### src/rtl/fp_normalize_pipe_pkg.sv
// fp_norm_pkg: default widths and shared types for the fp_normalize_pipe block.
// The flag bundle travels through stage 2 as one struct so the three flags stay grouped.
package fp_norm_pkg;

    localparam int EXP_W_DEF  = 8;
    localparam int FRAC_W_DEF = 24;
    localparam int TAG_W_DEF  = 4;

    typedef struct packed {
        logic over;
        logic under;
        logic zero;
    } norm_flags_t;

    // Bits needed to hold a leading-zero count of 0..w inclusive.
    function automatic int cnt_width(input int w);
        return $clog2(w + 1);
    endfunction

endpackage

### src/rtl/fp_normalize_pipe_if.sv
// fp_normalize_pipe_if: operand-in / result-out valid-ready bundle for fp_normalize_pipe.
// slave is the normaliser's view; master is the producer/consumer side.
interface fp_normalize_pipe_if
    import fp_norm_pkg::*;
#(
    parameter int EXP_W  = EXP_W_DEF,
    parameter int FRAC_W = FRAC_W_DEF,
    parameter int TAG_W  = TAG_W_DEF
) ();

    logic              in_valid;
    logic              in_ready;
    logic [EXP_W-1:0]  exp_in;
    logic [FRAC_W:0]   frac_in;
    logic [TAG_W-1:0]  tag_in;

    logic              out_valid;
    logic              out_ready;
    logic [EXP_W-1:0]  exp_out;
    logic [FRAC_W-1:0] frac_out;
    logic [TAG_W-1:0]  tag_out;
    logic              overflag;
    logic              underflag;
    logic              zeroflag;

    modport slave (
        input  in_valid, exp_in, frac_in, tag_in, out_ready,
        output in_ready, out_valid, exp_out, frac_out, tag_out,
               overflag, underflag, zeroflag
    );

    modport master (
        output in_valid, exp_in, frac_in, tag_in, out_ready,
        input  in_ready, out_valid, exp_out, frac_out, tag_out,
               overflag, underflag, zeroflag
    );

endinterface

### src/rtl/fp_normalize_pipe_lead_one_detect.sv
// lead_one_detect: counts leading zeros of a W-bit word (0..W-1), returns W and zero_o
// when the word is all zeros.
module lead_one_detect
    import fp_norm_pkg::*;
#(
    parameter int W = FRAC_W_DEF + 1,
    localparam int CNT_W = cnt_width(W)
) (
    input  logic [W-1:0]     data_i,
    output logic [CNT_W-1:0] count_o,
    output logic             zero_o
);

    // NOTE: count_o gets its default before the loop, so every path assigns it and no
    // latch is inferred; later (higher) set bits overwrite, leaving the leading one.
    always_comb begin
        count_o = CNT_W'(W);
        for (int i = 0; i < W; i++) begin
            if (data_i[i]) begin
                count_o = CNT_W'(W - 1 - i);
            end
        end
    end

    assign zero_o = ~|data_i;

endmodule

### src/rtl/fp_normalize_pipe.sv
// fp_normalize_pipe: two-stage elastic normaliser -- stage 1 holds the leading-one count,
// stage 2 shifts, adjusts the exponent and classifies. Define NORM_ROUND_EN for RNE rounding.
module fp_normalize_pipe
    import fp_norm_pkg::*;
#(
    parameter int EXP_W  = EXP_W_DEF,
    parameter int FRAC_W = FRAC_W_DEF,
    parameter int TAG_W  = TAG_W_DEF
) (
    input logic                clk,
    input logic                rst,
    fp_normalize_pipe_if.slave bus
);

    localparam int MW    = FRAC_W + 1;
    localparam int CNT_W = cnt_width(MW);
    localparam int SE_W  = EXP_W + 2;
    localparam logic [SE_W-1:0] EXP_MAX = SE_W'((1 << EXP_W) - 1);

    logic             s1_valid_q, s1_valid_d;
    logic [EXP_W-1:0] s1_exp_q,   s1_exp_d;
    logic [MW-1:0]    s1_frac_q,  s1_frac_d;
    logic [CNT_W-1:0] s1_cnt_q,   s1_cnt_d;
    logic             s1_zero_q,  s1_zero_d;
    logic [TAG_W-1:0] s1_tag_q,   s1_tag_d;

    logic              s2_valid_q, s2_valid_d;
    logic [EXP_W-1:0]  s2_exp_q,   s2_exp_d;
    logic [FRAC_W-1:0] s2_frac_q,  s2_frac_d;
    logic [TAG_W-1:0]  s2_tag_q,   s2_tag_d;
    norm_flags_t       s2_flags_q, s2_flags_d;

    logic             s1_ready;
    logic             s2_ready;
    logic [CNT_W-1:0] lod_cnt;
    logic             lod_zero;

    logic [MW-1:0]     nrm_shifted;
    logic [FRAC_W-1:0] nrm_mant;
    logic [SE_W-1:0]   nrm_exp;
    logic [EXP_W-1:0]  nrm_exp_out;
    logic [FRAC_W-1:0] nrm_frac_out;
    norm_flags_t       nrm_flags;

    // A stage can take new data when it is empty or its contents leave this cycle.
    assign s2_ready     = ~s2_valid_q | bus.out_ready;
    assign s1_ready     = ~s1_valid_q | s2_ready;
    assign bus.in_ready = s1_ready;

    lead_one_detect #(.W(MW)) u_lod (
        .data_i  (bus.frac_in),
        .count_o (lod_cnt),
        .zero_o  (lod_zero)
    );

    always_comb begin
        s1_valid_d = s1_valid_q;
        s1_exp_d   = s1_exp_q;
        s1_frac_d  = s1_frac_q;
        s1_cnt_d   = s1_cnt_q;
        s1_zero_d  = s1_zero_q;
        s1_tag_d   = s1_tag_q;
        if (s1_ready) begin
            s1_valid_d = bus.in_valid;
            if (bus.in_valid) begin
                s1_exp_d  = bus.exp_in;
                s1_frac_d = bus.frac_in;
                s1_cnt_d  = lod_cnt;
                s1_zero_d = lod_zero;
                s1_tag_d  = bus.tag_in;
            end
        end
    end

`ifdef NORM_ROUND_EN
    logic [MW-1:0] round_sum;
`else
    logic          round_unused;
    assign round_unused = nrm_shifted[0];
`endif

    // Exponent is carried in EXP_W+2 bits so the sign bit flags underflow directly.
    always_comb begin
        nrm_shifted = s1_frac_q << s1_cnt_q;
        nrm_mant    = nrm_shifted[MW-1:1];
        nrm_exp     = {2'b00, s1_exp_q} + SE_W'(1) - SE_W'(s1_cnt_q);
`ifdef NORM_ROUND_EN
        round_sum = {1'b0, nrm_mant} + MW'(1);
        if (nrm_shifted[0] && nrm_mant[0]) begin
            if (round_sum[MW-1]) begin
                nrm_mant = {1'b1, {(FRAC_W-1){1'b0}}};
                nrm_exp  = nrm_exp + SE_W'(1);
            end else begin
                nrm_mant = round_sum[FRAC_W-1:0];
            end
        end
`endif
        nrm_flags    = '0;
        nrm_exp_out  = '0;
        nrm_frac_out = '0;
        if (s1_zero_q) begin
            nrm_flags.zero = 1'b1;
        end else if (nrm_exp[SE_W-1] || (nrm_exp == '0)) begin
            nrm_flags.under = 1'b1;
        end else if (nrm_exp >= EXP_MAX) begin
            nrm_flags.over = 1'b1;
            nrm_exp_out    = '1;
        end else begin
            nrm_exp_out  = nrm_exp[EXP_W-1:0];
            nrm_frac_out = nrm_mant;
        end
    end

    always_comb begin
        s2_valid_d = s2_valid_q;
        s2_exp_d   = s2_exp_q;
        s2_frac_d  = s2_frac_q;
        s2_tag_d   = s2_tag_q;
        s2_flags_d = s2_flags_q;
        if (s2_ready) begin
            s2_valid_d = s1_valid_q;
            if (s1_valid_q) begin
                s2_exp_d   = nrm_exp_out;
                s2_frac_d  = nrm_frac_out;
                s2_tag_d   = s1_tag_q;
                s2_flags_d = nrm_flags;
            end
        end
    end

    // NOTE: registered state uses non-blocking assignments only, so every flop samples
    // the pre-edge values of the others regardless of statement order.
    always_ff @(posedge clk or posedge rst) begin
        if (rst) begin
            s1_valid_q <= 1'b0;
            s1_exp_q   <= '0;
            s1_frac_q  <= '0;
            s1_cnt_q   <= '0;
            s1_zero_q  <= 1'b0;
            s1_tag_q   <= '0;
            s2_valid_q <= 1'b0;
            s2_exp_q   <= '0;
            s2_frac_q  <= '0;
            s2_tag_q   <= '0;
            s2_flags_q <= '0;
        end else begin
            s1_valid_q <= s1_valid_d;
            s1_exp_q   <= s1_exp_d;
            s1_frac_q  <= s1_frac_d;
            s1_cnt_q   <= s1_cnt_d;
            s1_zero_q  <= s1_zero_d;
            s1_tag_q   <= s1_tag_d;
            s2_valid_q <= s2_valid_d;
            s2_exp_q   <= s2_exp_d;
            s2_frac_q  <= s2_frac_d;
            s2_tag_q   <= s2_tag_d;
            s2_flags_q <= s2_flags_d;
        end
    end

    assign bus.out_valid = s2_valid_q;
    assign bus.exp_out   = s2_exp_q;
    assign bus.frac_out  = s2_frac_q;
    assign bus.tag_out   = s2_tag_q;
    assign bus.overflag  = s2_flags_q.over;
    assign bus.underflag = s2_flags_q.under;
    assign bus.zeroflag  = s2_flags_q.zero;

endmodule

### src/flat_wrapper.sv
// flat-port wrapper written by rule: the top's interface ports become plain ports
module fp_normalize_pipe_flat import fp_norm_pkg::*;
#(
    parameter int EXP_W  = EXP_W_DEF,
    parameter int FRAC_W = FRAC_W_DEF,
    parameter int TAG_W  = TAG_W_DEF
)
  (clk, rst, bus_in_valid, bus_exp_in, bus_frac_in, bus_tag_in, bus_out_ready, bus_in_ready, bus_out_valid, bus_exp_out, bus_frac_out, bus_tag_out, bus_overflag, bus_underflag, bus_zeroflag);
  fp_normalize_pipe_if #(.EXP_W(EXP_W), .FRAC_W(FRAC_W), .TAG_W(TAG_W)) bus_i ();
  input logic clk;
  input logic rst;
  input wire logic [$bits(bus_i.in_valid)-1:0] bus_in_valid;
  input wire logic [$bits(bus_i.exp_in)-1:0] bus_exp_in;
  input wire logic [$bits(bus_i.frac_in)-1:0] bus_frac_in;
  input wire logic [$bits(bus_i.tag_in)-1:0] bus_tag_in;
  input wire logic [$bits(bus_i.out_ready)-1:0] bus_out_ready;
  output wire logic [$bits(bus_i.in_ready)-1:0] bus_in_ready;
  output wire logic [$bits(bus_i.out_valid)-1:0] bus_out_valid;
  output wire logic [$bits(bus_i.exp_out)-1:0] bus_exp_out;
  output wire logic [$bits(bus_i.frac_out)-1:0] bus_frac_out;
  output wire logic [$bits(bus_i.tag_out)-1:0] bus_tag_out;
  output wire logic [$bits(bus_i.overflag)-1:0] bus_overflag;
  output wire logic [$bits(bus_i.underflag)-1:0] bus_underflag;
  output wire logic [$bits(bus_i.zeroflag)-1:0] bus_zeroflag;
  assign bus_i.in_valid = bus_in_valid;
  assign bus_i.exp_in = bus_exp_in;
  assign bus_i.frac_in = bus_frac_in;
  assign bus_i.tag_in = bus_tag_in;
  assign bus_i.out_ready = bus_out_ready;
  assign bus_in_ready = bus_i.in_ready;
  assign bus_out_valid = bus_i.out_valid;
  assign bus_exp_out = bus_i.exp_out;
  assign bus_frac_out = bus_i.frac_out;
  assign bus_tag_out = bus_i.tag_out;
  assign bus_overflag = bus_i.overflag;
  assign bus_underflag = bus_i.underflag;
  assign bus_zeroflag = bus_i.zeroflag;
  fp_normalize_pipe #(.EXP_W(EXP_W), .FRAC_W(FRAC_W), .TAG_W(TAG_W)) u_core (.clk(clk), .rst(rst), .bus(bus_i));
endmodule
### config.mk
export PLATFORM = sky130hd
export DESIGN_NAME = fp_normalize_pipe_flat
export DESIGN_NICKNAME = d
export VERILOG_FILES = /design/src/rtl/fp_normalize_pipe_pkg.sv /design/src/rtl/fp_normalize_pipe_if.sv /design/src/rtl/fp_normalize_pipe_lead_one_detect.sv /design/src/rtl/fp_normalize_pipe.sv /design/src/flat_wrapper.sv
export SDC_FILE = /design/constraint.sdc
export NUM_CORES = 1
export LEC_CHECK = 0
export CORE_MARGIN = 2
export CORE_UTILIZATION = 50
export CTS_BUF_LIST = sky130_fd_sc_hd__clkbuf_4 sky130_fd_sc_hd__clkbuf_8 sky130_fd_sc_hd__clkbuf_16
export CTS_CLUSTER_SIZE = 16
export DETAILED_ROUTE_END_ITERATION = 10
export DONT_BUFFER_PORTS = 1
export GPL_TIMING_DRIVEN = 0
export HOLD_SLACK_MARGIN = 0.05
export PLACE_DENSITY = 0.68
export SYNTH_ARGS = -nofsm -noshare
export SYNTH_HDL_FRONTEND = slang
export SYNTH_SLANG_ARGS = --single-unit
### constraint.sdc
create_clock -name clk -period 3.6 [get_ports clk]
set_clock_uncertainty 0.15 [all_clocks]
set_input_delay 1.08 -clock clk [delete_from_list [all_inputs] [get_ports clk]]
set_output_delay 1.08 -clock clk [all_outputs]
set_load 0.01 [all_outputs]
# == Word-level counts from Yosys, hierarchy flattened ==
# Index checks and enable logic that the tools add are counted.
# word_totals
regBits,84
inputBits,41
output_inout_bits,41
wordCells,63
# op_classes
addsub,2
n_lt_le_gt_ge,1
n_shift,1
muxes,36
bitwise,4
n_reduce_logical,6
# ops
op,n
$mux W5,24
$mux W24,3
$reduce_or A25 Y1,1
$shl A25 B5 Y25,1
$mux W8,3
$ge A10 B8 Y1 const B,1
$logic_not A10 Y1,1
$sub A10 B5 Y10,1
$add A8 B1 Y9 const B,1
$mux W1,5
$reduce_and A2 Y1,2
$mux W2,1
$not A1 Y1,2
$or A1 B1 Y1,2
$logic_not A1 Y1,1
$logic_or A1 B1 Y1,1

# == Depth between registers and ports, before layout ==
# Gate-level depths: netlist of the first run.
# depth
depth_word,25
depth_mapped,13
mapped_depth_nobuf,11

# == Cells and area by module ==
# From an unflattened synthesis of the first run, not the netlist that was laid out.
# hier_totals
cells_unflattened,477
area_unflattened_um2,5122.4
# by_module_without_submodules
mod,instances,cells_each,area_each_um2,seq_area_each_um2
fp_normalize_pipe,1,426,4834.6,2102.0
lead_one_detect,1,51,287.8,0.0

# == Least setup slack after synthesis of the first run ==
# No wires, ideal clock.
# synth_timing
path_kind,reg2reg
from,register u_core.s1_cnt_q[2]
to,"register u_core.s2_exp_q[6], in the netlist u_core.bus.exp_out[6]"
setup_time_ps,126
t_arrival_ps,3071
required_time_ps,3324
setup_slack_ps,253
stages_incl_launch_ff,13
n_path_buf,3
period_less_slack_ps,3347
cell_sequence,dfrtp_1 clkbuf_1 clkinv_1 buf_1 ha_1 nor2b_1 o31a_4 a211oi_2 a2bb2oi_4 a41oi_4 and2_1 buf_6 a221o_1
# synth_between
elab_chain_cells,5
elab_cells_between_ends,7
classes_between,add/sub: 1; order compare: 1; mux: 3; reduce/logical: 2
# synth_rtl
item,line,source
"start, declared",fp_normalize_pipe.sv:23,"logic [CNT_W-1:0] s1_cnt_q, s1_cnt_d;"
"start signal, assigned",fp_normalize_pipe.sv:150,s1_cnt_q <= s1_cnt_d;
$sub A10 B5 Y10 (*),fp_normalize_pipe.sv:86,"nrm_exp = {2'b00, s1_exp_q} + SE_W'(1) - SE_W'(s1_cnt_q);"
$ge A10 B8 Y1 / $logic_not A10 Y1 (equally long branches),"fp_normalize_pipe.sv:105, fp_normalize_pipe.sv:103",
$mux W8 / $logic_or A1 B1 Y1 (equally long branches),"fp_normalize_pipe.sv:105, fp_normalize_pipe.sv:103",
$mux W8 (*),fp_normalize_pipe.sv:103,end else if (nrm_exp[SE_W-1] || (nrm_exp == '0)) begin
$mux W8 (*),fp_normalize_pipe.sv:101,if (s1_zero_q) begin
"end signal, assigned",fp_normalize_pipe.sv:154,s2_exp_q <= s2_exp_d;
"end, declared",fp_normalize_pipe.sv:28,"logic [EXP_W-1:0] s2_exp_q, s2_exp_d;"
# Every way passes the cells marked *; elsewhere a longest branch is shown, timed or not.
# A chain may end at the register's enable or synchronous reset.

# == Final worst setup path of the first run ==
# layout_timing
from,register u_core.s1_exp_q[0]
to,"register u_core.s2_exp_q[6], in the netlist u_core.bus.exp_out[6]"
# layout_between
elab_chain_cells,6
elab_cells_between_ends,8
classes_between,add/sub: 2; order compare: 1; mux: 3; reduce/logical: 2
# layout_rtl
item,line,source
"start, declared",fp_normalize_pipe.sv:21,"logic [EXP_W-1:0] s1_exp_q, s1_exp_d;"
"start signal, assigned",fp_normalize_pipe.sv:148,s1_exp_q <= s1_exp_d;
$add A8 B1 Y9 (*),fp_normalize_pipe.sv:86,
$sub A10 B5 Y10 (*),fp_normalize_pipe.sv:86,
$ge A10 B8 Y1 / $logic_not A10 Y1 (equally long branches),"fp_normalize_pipe.sv:105, fp_normalize_pipe.sv:103",
$mux W8 / $logic_or A1 B1 Y1 (equally long branches),"fp_normalize_pipe.sv:105, fp_normalize_pipe.sv:103",
$mux W8 (*),fp_normalize_pipe.sv:103,
$mux W8 (*),fp_normalize_pipe.sv:101,
# Marked as above.

==> results of run 1 <==
[how the worst min path moves through the flow]
stage	endpoint	slack, ns	depth (start not counted)	startpoint
finish	u_core.s1_tag_q[0]$_DFFE_PP0P_	0.33	1	rst
global route	u_core.s1_tag_q[0]$_DFFE_PP0P_	0.33	1	rst
CTS	u_core.s1_tag_q[0]$_DFFE_PP0P_	0.33	1	rst
detailed placement	u_core.bus.tag_out[2]$_DFFE_PP0P_	0.34	1	u_core.s1_tag_q[2]$_DFFE_PP0P_
global placement	u_core.bus.out_valid$_DFFE_PP0P_	0.32	1	u_core.s1_valid_q$_DFFE_PP0N_
floorplan	u_core.bus.out_valid$_DFFE_PP0P_	0.31	1	u_core.s1_valid_q$_DFFE_PP0N_
[cells by family (layout without fill, tap and decap cells)]
family / after synthesis / in the layout / synth area share
XOR/XNOR: 8 / 8 / 0.0139
buffers and inverters: 44 / 60 / 0.0376
adder cells (fa/ha/maj): 7 / 7 / 0.0188
multiplexers: 78 / 78 / 0.177
AND/OR/NAND/NOR: 164 / 164 / 0.148
AO/OA/AOI/OAI: 131 / 131 / 0.188
flip-flops: 84 / 84 / 0.416
[flip-flops by register name, indices dropped and copies added (netlist names)]
register / count
u_core.s1_cnt_q: 5
u_core.bus.zeroflag: 1
u_core.bus.out_valid: 1
u_core.s1_tag_q: 4
u_core.s1_valid_q: 1
u_core.bus.frac_out: 24
u_core.s1_exp_q: 8
u_core.s1_zero_q: 1
u_core.bus.overflag: 1
u_core.bus.underflag: 1
u_core.bus.exp_out: 8
u_core.s1_frac_q: 25
u_core.bus.tag_out: 4
[worst max-delay path, delay by kind of cell, from the launching register on]
kind | cells | cell delay (ns)
xor+xnor | 1 | 0.16
buf+inv | 1 | 0.13
compound gates | 5 | 1.35
simple gates | 2 | 0.39
fa+ha+maj | 2 | 0.64
flops | 1 | 0.46
[layout by cell type, fill, tap and decap left out, drive strengths merged, types with 3 or more instances in the layout]
cell type and n:
a211oi 7, a21o 3, a21oi 25, a22o 16, and2 3, and3 8, buf 15, bufinv 3
clkbuf 25, dfrtp 84, ha 6, inv 14, mux2 52, mux2i 22, mux4 4, nand2 63
nand2b 5, nand3 9, nand4 3, nor2 46, nor3 9, nor4 7, o211ai 3, o21a 4
o21ai 31, o21bai 3, o22ai 6, o31ai 13, o41ai 4, or3 4, xnor2 4, xor2 4
[layout make-up]
| type | instances | area [um^2] | area share |
|---|---|---|---|
| multi-input combinational | 388 | 2760 | 0.503 |
| sequential | 84 | 2100 | 0.382 |
| tap | 133 | 166 | 0.0303 |
| buffer | 30 | 140 | 0.0255 |
| clock buffer | 9 | 124 | 0.0225 |
| clock inverter | 7 | 123 | 0.0223 |
| inverter | 13 | 52.6 | 0.00955 |
| timing repair buffer | 1 | 27.5 | 0.00500 |
[per-layer routing]
layer	vias to the layer above	wire [um]
met5	-	0
met4	0	284
met3	27	899
met2	148	5620
met1	1973	5780
li1	1915	-
[power groups by stage]
stage          combinational (mW)  sequential, mW  clock, mW
6_report                     1.01            1.40      0.836
5_1_grt                      1.12            1.43      0.894
4_1_cts                      1.00            1.40      0.850
3_5_place_dp                0.998            1.42          0
3_3_place_gp                0.973            1.41          0
2_1_floorplan               0.799            1.36          0
==> metrics.md, run 1 <==
| Metric | Value |
|---|---|
| Status | `complete, no violations` |
| R2R setup slack | `approximately 0.19 ns` |
| Critical Setup Path Class | `register to register` |
| HPWL reported at the end of detailed placement | `between 9000 and 10,000 um` |
| Row count | `36` |
| Post-DP Area | `around 0.0053 mm^2` |
| Post-synth EDFFs | `0` |
| Met3 Use GR | `0.0717` |
| Hold WC Path Type | `input port to async pin` |
| Post-place setup slack | `-0.168 ns` |
| Slowest CP cell | `dfrtp_1` |
| Post-CTS repair timing setup buffer count | `0` |
| Clock Sinks | `84` |
| Synth area leaders | `dfrtp_1 42%, mux2_2 12%, nand2_1 4.6%` |
| Int Pwr | `roughly 2.1 mW` |
| Seq pwr share | `0.431` |
| Die X | `around 100 um` |
| Antenna diodes | `0` |
| Largest net degree at the start of global routing | `73` |
| Starting DRT DRC Count | `about 340` |
| Final period util | `0.948` |
| Post-route cell area | `approximately 0.0055 mm^2` |
| Skew-Pair Late Insertion Delay | `approximately 0.37 ns` |
| CP Capture Type | `register` |
| Fin cells | `665` |
| Synth Cell Area | `a little over 0.005 mm^2` |
| PD cells | `around 590 mW/mm^2` |
| Max Cap Viol | `0` |
| Final Core Density | `0.563` |
| Post-route total power | `3.25 mW` |
| WL per Instance | `18.9 um` |
| GPL Wtd Cong | `0.874` |
| Post-synth top cells | `84 x dfrtp_1, 62 x nand2_1, 52 x mux2_2, 46 x nor2_1, 30 x o21ai_0` |
| Setup crit start kind | `register` |
| Vias in the first global route | `between 3,000 and 4,000` |
| Worst setup margin | `~0.19 ns` |
| Layout Nets | `roughly 580` |
| Pins over their slew limit | `0` |
| CP startpoint | `u_core.s1_exp_q[0]$_DFFE_PP0P_` |
| Max_slew headroom | `0.529` |
| Final wirelength | `approximately 13,000 um` |
| Fillers | `between 800 and 900` |
| Pre-antenna DRT Iters | `6` |
| Asr flop ratio synth | `1.00` |
| GR Util met2 | `0.355` |
| CP required | `about 3.7 ns` |
| Synthesis-to-layout area growth | `8.79%` |
| Unrepaired setup endpoints after global routing | `false` |
| DRC errors left | `0` |
| Synth Instances | `~520` |
| DIE AREA | `0.0109 mm^2` |
| Ports | `between 80 and 90` |
| Die span in y | `between 100 and 150 um` |
| Sw frac | `0.363` |
| CTS root buf | `clkbuf_8` |
| Hold slack | `0.333 ns` |
| I/O Buffers | `0` |
| Net Switching | `around 1.2 mW` |
| Yosys top cell area share | `0.416` |
| Count leader, synth | `dfrtp_1` |
| VDD IR max | `about 0.26 mV` |
| GRT Max-Usage Layer | `met2` |
| TritonCTS clock tree | `yes` |
| Final TNS setup | `0 ns` |
| Crit path DAT | `about 3.5 ns` |
| Gate power share | `0.312` |
| Clock Path Buffers | `2` |
| Clk slew on worst S/H paths | `0.09 ns` |
| Syn Nets | `564` |
| Htree depth | `3` |
| ANT nets after route | `0` |
| Met1 GRT Util | `0.321` |
| Clock network power share | `0.257` |
| Via count | `4,063` |
| Final setup vio count | `0` |
| Leakage | `2.35 nW` |
| Reg2reg start | `u_core.s1_exp_q[0]$_DFFE_PP0P_` |
| Core Region | `~0.0098 mm^2` |
| CP Cell Sequence | `ha_1, xor2_1, ha_1, nor2b_1, o31a_4, a211oi_2, a2bb2oi_4, a41oi_4, and2_1, buf_6, a221o_1` |
| GRT Total Usage | `0.234` |
| Critical Path End | `u_core.bus.exp_out[6]$_DFFE_PP0P_` |
| Worst reg2reg endpoint | `u_core.bus.exp_out[6]$_DFFE_PP0P_` |
| Synth area leader | `dfrtp_1` |
| CP Max Fanout | `8` |
| Via-to-Cell Ratio | `approximately 6` |
| Max incr delay on CP | `roughly 0.46 ns` |
| Post-cts repair resize count | `2` |
| Initial Util | `0.517` |
| Register-to-Register Path Depth | `11` |
| Final worst path period need | `about 3.4 ns` |
| Syn_area_per_cell | `9.80 um^2` |
| Global-route wire length before repair | `approximately 20,000 um` |
| Placed cell count | `650` |
| Cell variety after synth | `63` |
| Seq cells post-synth | `84` |
| Dominant synthesized flop cell | `dfrtp_1` |
| Worst Tran Pin Value | `~0.70 ns` |
| Synth warnings | `0` |
| Gr ovfl total | `0` |
| Sequential fraction of the synthesis area | `0.416` |
| Layout cells sized above 1 | `0.182` |
| Most frequent CP cell | `ha_1` |
| Initial antenna violation count | `0` |
| Max Clk Rate | `slightly below 300 MHz` |
| Hold Vio Cnt, Final | `0` |
| CTS buffer count | `9` |
| CTS Hold Bufs | `0` |
Note: power is estimated with default switching activity, not from simulation.
==> inputs of run 2 (changes only) <==
--- a/config.mk
+++ b/config.mk
@@ -13,7 +13,7 @@
 export DONT_BUFFER_PORTS = 1
 export GPL_TIMING_DRIVEN = 0
 export HOLD_SLACK_MARGIN = 0.05
-export PLACE_DENSITY = 0.68
+export PLACE_DENSITY_LB_ADDON = 0.1
 export SYNTH_ARGS = -nofsm -noshare
 export SYNTH_HDL_FRONTEND = slang
 export SYNTH_SLANG_ARGS = --single-unit
==> run 2 against run 1 <==
Net effect: wire length decreased by 1.9%; combinational power about the same; global-route usage down 0.34 points; utilization is 0.24 points lower; sequential power barely moved; count of clock-buffer cells in the layout unchanged.
==> metrics.md, run 2 (same netlist as run 1, synthesis figures left out) <==
| Metric | Value |
|---|---|
| Status | `complete, no violations` |
| CTS root buf | `clkbuf_8` |
| CP top delay family | `compound AO/OA/AOI/OAI gates` |
| Initial antenna violation count | `0 (unchanged)` |
| Number of flip-flops in the largest register | `25 (unchanged)` |
| HPWL reported at the end of detailed placement | `9660 um (-0.10%)` |
| DIE AREA | `0.0109 mm^2 (unchanged)` |
| Final TNS setup | `0 ns (unchanged)` |
| CTS buffer count | `9 (unchanged)` |
| Most frequent cells in the layout | `84 x dfrtp_1, 62 x nand2_1, 52 x mux2_2` |
| Gr ovfl total | `0 (unchanged)` |
| GPL Wtd Cong | `0.869 (-0.64%)` |
| Htree depth | `3 (unchanged)` |
| Layout Nets | `574 (-0.17%)` |
| Final setup vio count | `0 (unchanged)` |
| Final wirelength | `12,300 um (-1.9%)` |
| Core Region | `0.00977 mm^2 (unchanged)` |
| Setup crit start kind | `register` |
| Max incr delay on CP | `0.46 ns (about the same)` |
| WP depth | `11 (unchanged)` |
| Via-to-Cell Ratio | `6.01 (-1.7%)` |
| Fillers | `955 (+6.8%)` |
| TritonCTS clock tree | `yes` |
| Global-route wire length before repair | `20,200 um (-0.92%)` |
| ANT nets after route | `0 (unchanged)` |
| Cell depth of the worst hold path | `1` |
| Critical Setup Path Class | `register to register` |
| CP Max Fanout | `8 (unchanged)` |
| Die X | `105 um (unchanged)` |
| Most frequent CP cell | `ha_1` |
| Unrepaired setup endpoints after global routing | `false` |
| Vias in the first global route | `3,935 (-0.98%)` |
| CP required | `3.69 ns (-0.02 ns)` |
| Pins over their slew limit | `0 (unchanged)` |
| Fin cells | `664 (-0.15%)` |
| Die span in y | `105 um (unchanged)` |
| Post-cts repair resize count | `1 (-1)` |
| Clock Sinks | `84 (unchanged)` |
| Register-to-Register Path Depth | `11 (unchanged)` |
| WL per Instance | `18.6 um (-1.8%)` |
| Max_slew headroom | `0.515 (-0.0143)` |
| VDD IR max | `0.277 mV (+7.8%)` |
| Initial Util | `0.517 (unchanged)` |
| Hold Vio Cnt, Final | `0 (unchanged)` |
| Leakage | `2.35 nW (-0.21%)` |
| Synthesis-to-layout area growth | `8.31%` |
| Layout cells sized above 1 | `0.179 (-0.00342)` |
| Slowest CP cell | `dfrtp_1` |
| I/O Buffers | `0 (unchanged)` |
| Worst Tran Pin Value | `0.720 ns (+0.0212 ns)` |
| Final Core Density | `0.560 (-0.00243)` |
| Ports | `82 (unchanged)` |
| Pre-antenna DRT Iters | `5 (-1)` |
| Row count | `36 (unchanged)` |
| Via count | `3,988 (-1.8%)` |
| CP Cell Sequence | `ha_1, xor2_1, ha_1, nor2b_1, o31a_4, a211oi_2, a2bb2oi_4, a41oi_4, and2_1, buf_6, a221o_1` |
| Reg with most FFs | `u_core.s1_frac_q` |
| Worst Path Buf+Inv | `1 (unchanged)` |
| Skew-Pair Late Insertion Delay | `0.36 ns (about the same)` |
| CTS Hold Bufs | `0 (unchanged)` |
| Post-route total power | `3.18 mW (-2.1%)` |
| Post-CTS repair timing setup buffer count | `0 (unchanged)` |
| Antenna diodes | `0 (unchanged)` |
| Hold WC Path Type | `register to register` |
| Final worst path period need | `3.39 ns (-0.0262 ns)` |
| Max Clk Rate | `295 MHz (+0.77%)` |
| GRT Total Usage | `0.231 (-0.00341)` |
| Crit path DAT | `3.48 ns (-0.04 ns)` |
| CP Capture Type | `register` |
| PD cells | `581 mW/mm^2 (-1.7%)` |
| Most common cell after layout, fill and taps aside | `dfrtp_1` |
| DRC errors left | `0 (unchanged)` |
| Max Cap Viol | `0 (unchanged)` |
| Largest net degree at the start of global routing | `51 (-30%)` |
| Placed cell count | `650 (unchanged)` |
| Clock Path Buffers | `2 (unchanged)` |
| Starting DRT DRC Count | `320 (-7.0%)` |
| Clk slew on worst S/H paths | `0.10 ns (about the same)` |
| Final period util | `0.941 (-0.00728)` |
[run 2: path summary, 6_finish.rpt]
| path | from | endpoint | slack, ns |
|---|---|---|---|
| setup / recovery | u_core.s1_exp_q[0]$_DFFE_PP0P_ | u_core.bus.exp_out[6]$_DFFE_PP0P_ | 0.21 |
| hold / removal | u_core.s1_tag_q[1]$_DFFE_PP0P_ | u_core.s1_tag_q[1]$_DFFE_PP0P_ | 0.36 |
| setup reg to reg | u_core.s1_exp_q[0]$_DFFE_PP0P_ | u_core.bus.exp_out[6]$_DFFE_PP0P_ | 0.21 |
| hold reg to reg | u_core.s1_tag_q[1]$_DFFE_PP0P_ | u_core.s1_tag_q[1]$_DFFE_PP0P_ | 0.36 |
| max in group asynchronous | rst | u_core.bus.frac_out[9]$_DFFE_PP0P_ | 2.23 |
| min in group asynchronous | rst | u_core.s1_tag_q[3]$_DFFE_PP0P_ | 0.45 |
[run 2: cell type report]
| class | instances | area, um^2 | area share |
|---|---|---|---|
| multi-input combinational | 388 | 2760 | 0.505 |
| sequential | 84 | 2100 | 0.384 |
| tap | 133 | 166 | 0.0304 |
| buffer | 29 | 135 | 0.0247 |
| clock buffer | 9 | 124 | 0.0226 |
| clock inverter | 7 | 105 | 0.0192 |
| inverter | 13 | 52.6 | 0.00960 |
| timing repair buffer | 1 | 27.5 | 0.00503 |
[run 2: power by group]
part	switching [mW]	internal [mW]
sequential	0.243	1.16
clock	0.379	0.402
combinational	0.554	0.448
[run 2: layer usage]
layer  up-vias  GRT usage  wire length (um)  share of wire
met5         -          0                 0              0
met4         0     0.0492                51         0.0041
met3         9     0.0568               778          0.063
met2       142      0.375              5730           0.46
met1      1915      0.314              5780           0.47
li1       1922          -                 -              -
[run 2: per-stage QoR]
stage	instance area (um^2)	worst slack [ns]	hold slack, ns
4_1_cts	5480	0.0101	0.363
6_report	5480	0.213	0.360
2_1_floorplan	5060	0.205	0.307
3_3_place_gp	5220	-0.683	0.323
3_5_place_dp	5250	-0.181	0.340
5_1_grt	5480	0.0267	0.384
==> inputs of run 3 (changes only) <==
==> constraint.sdc (replaced) <==
create_clock -name clk -period 3.6 [get_ports clk]
set_clock_uncertainty 0.15 [all_clocks]
set_input_delay 1.08 -clock clk [delete_from_list [all_inputs] [get_ports clk]]
set_output_delay 1.08 -clock clk [all_outputs]
set_load 0.02 [all_outputs]
==> results of run 3 <==
Same layout as run 2 (identical final DEF). Status: complete, no violations.
Main changes from that run: total power 3.18 mW -> 3.30 mW
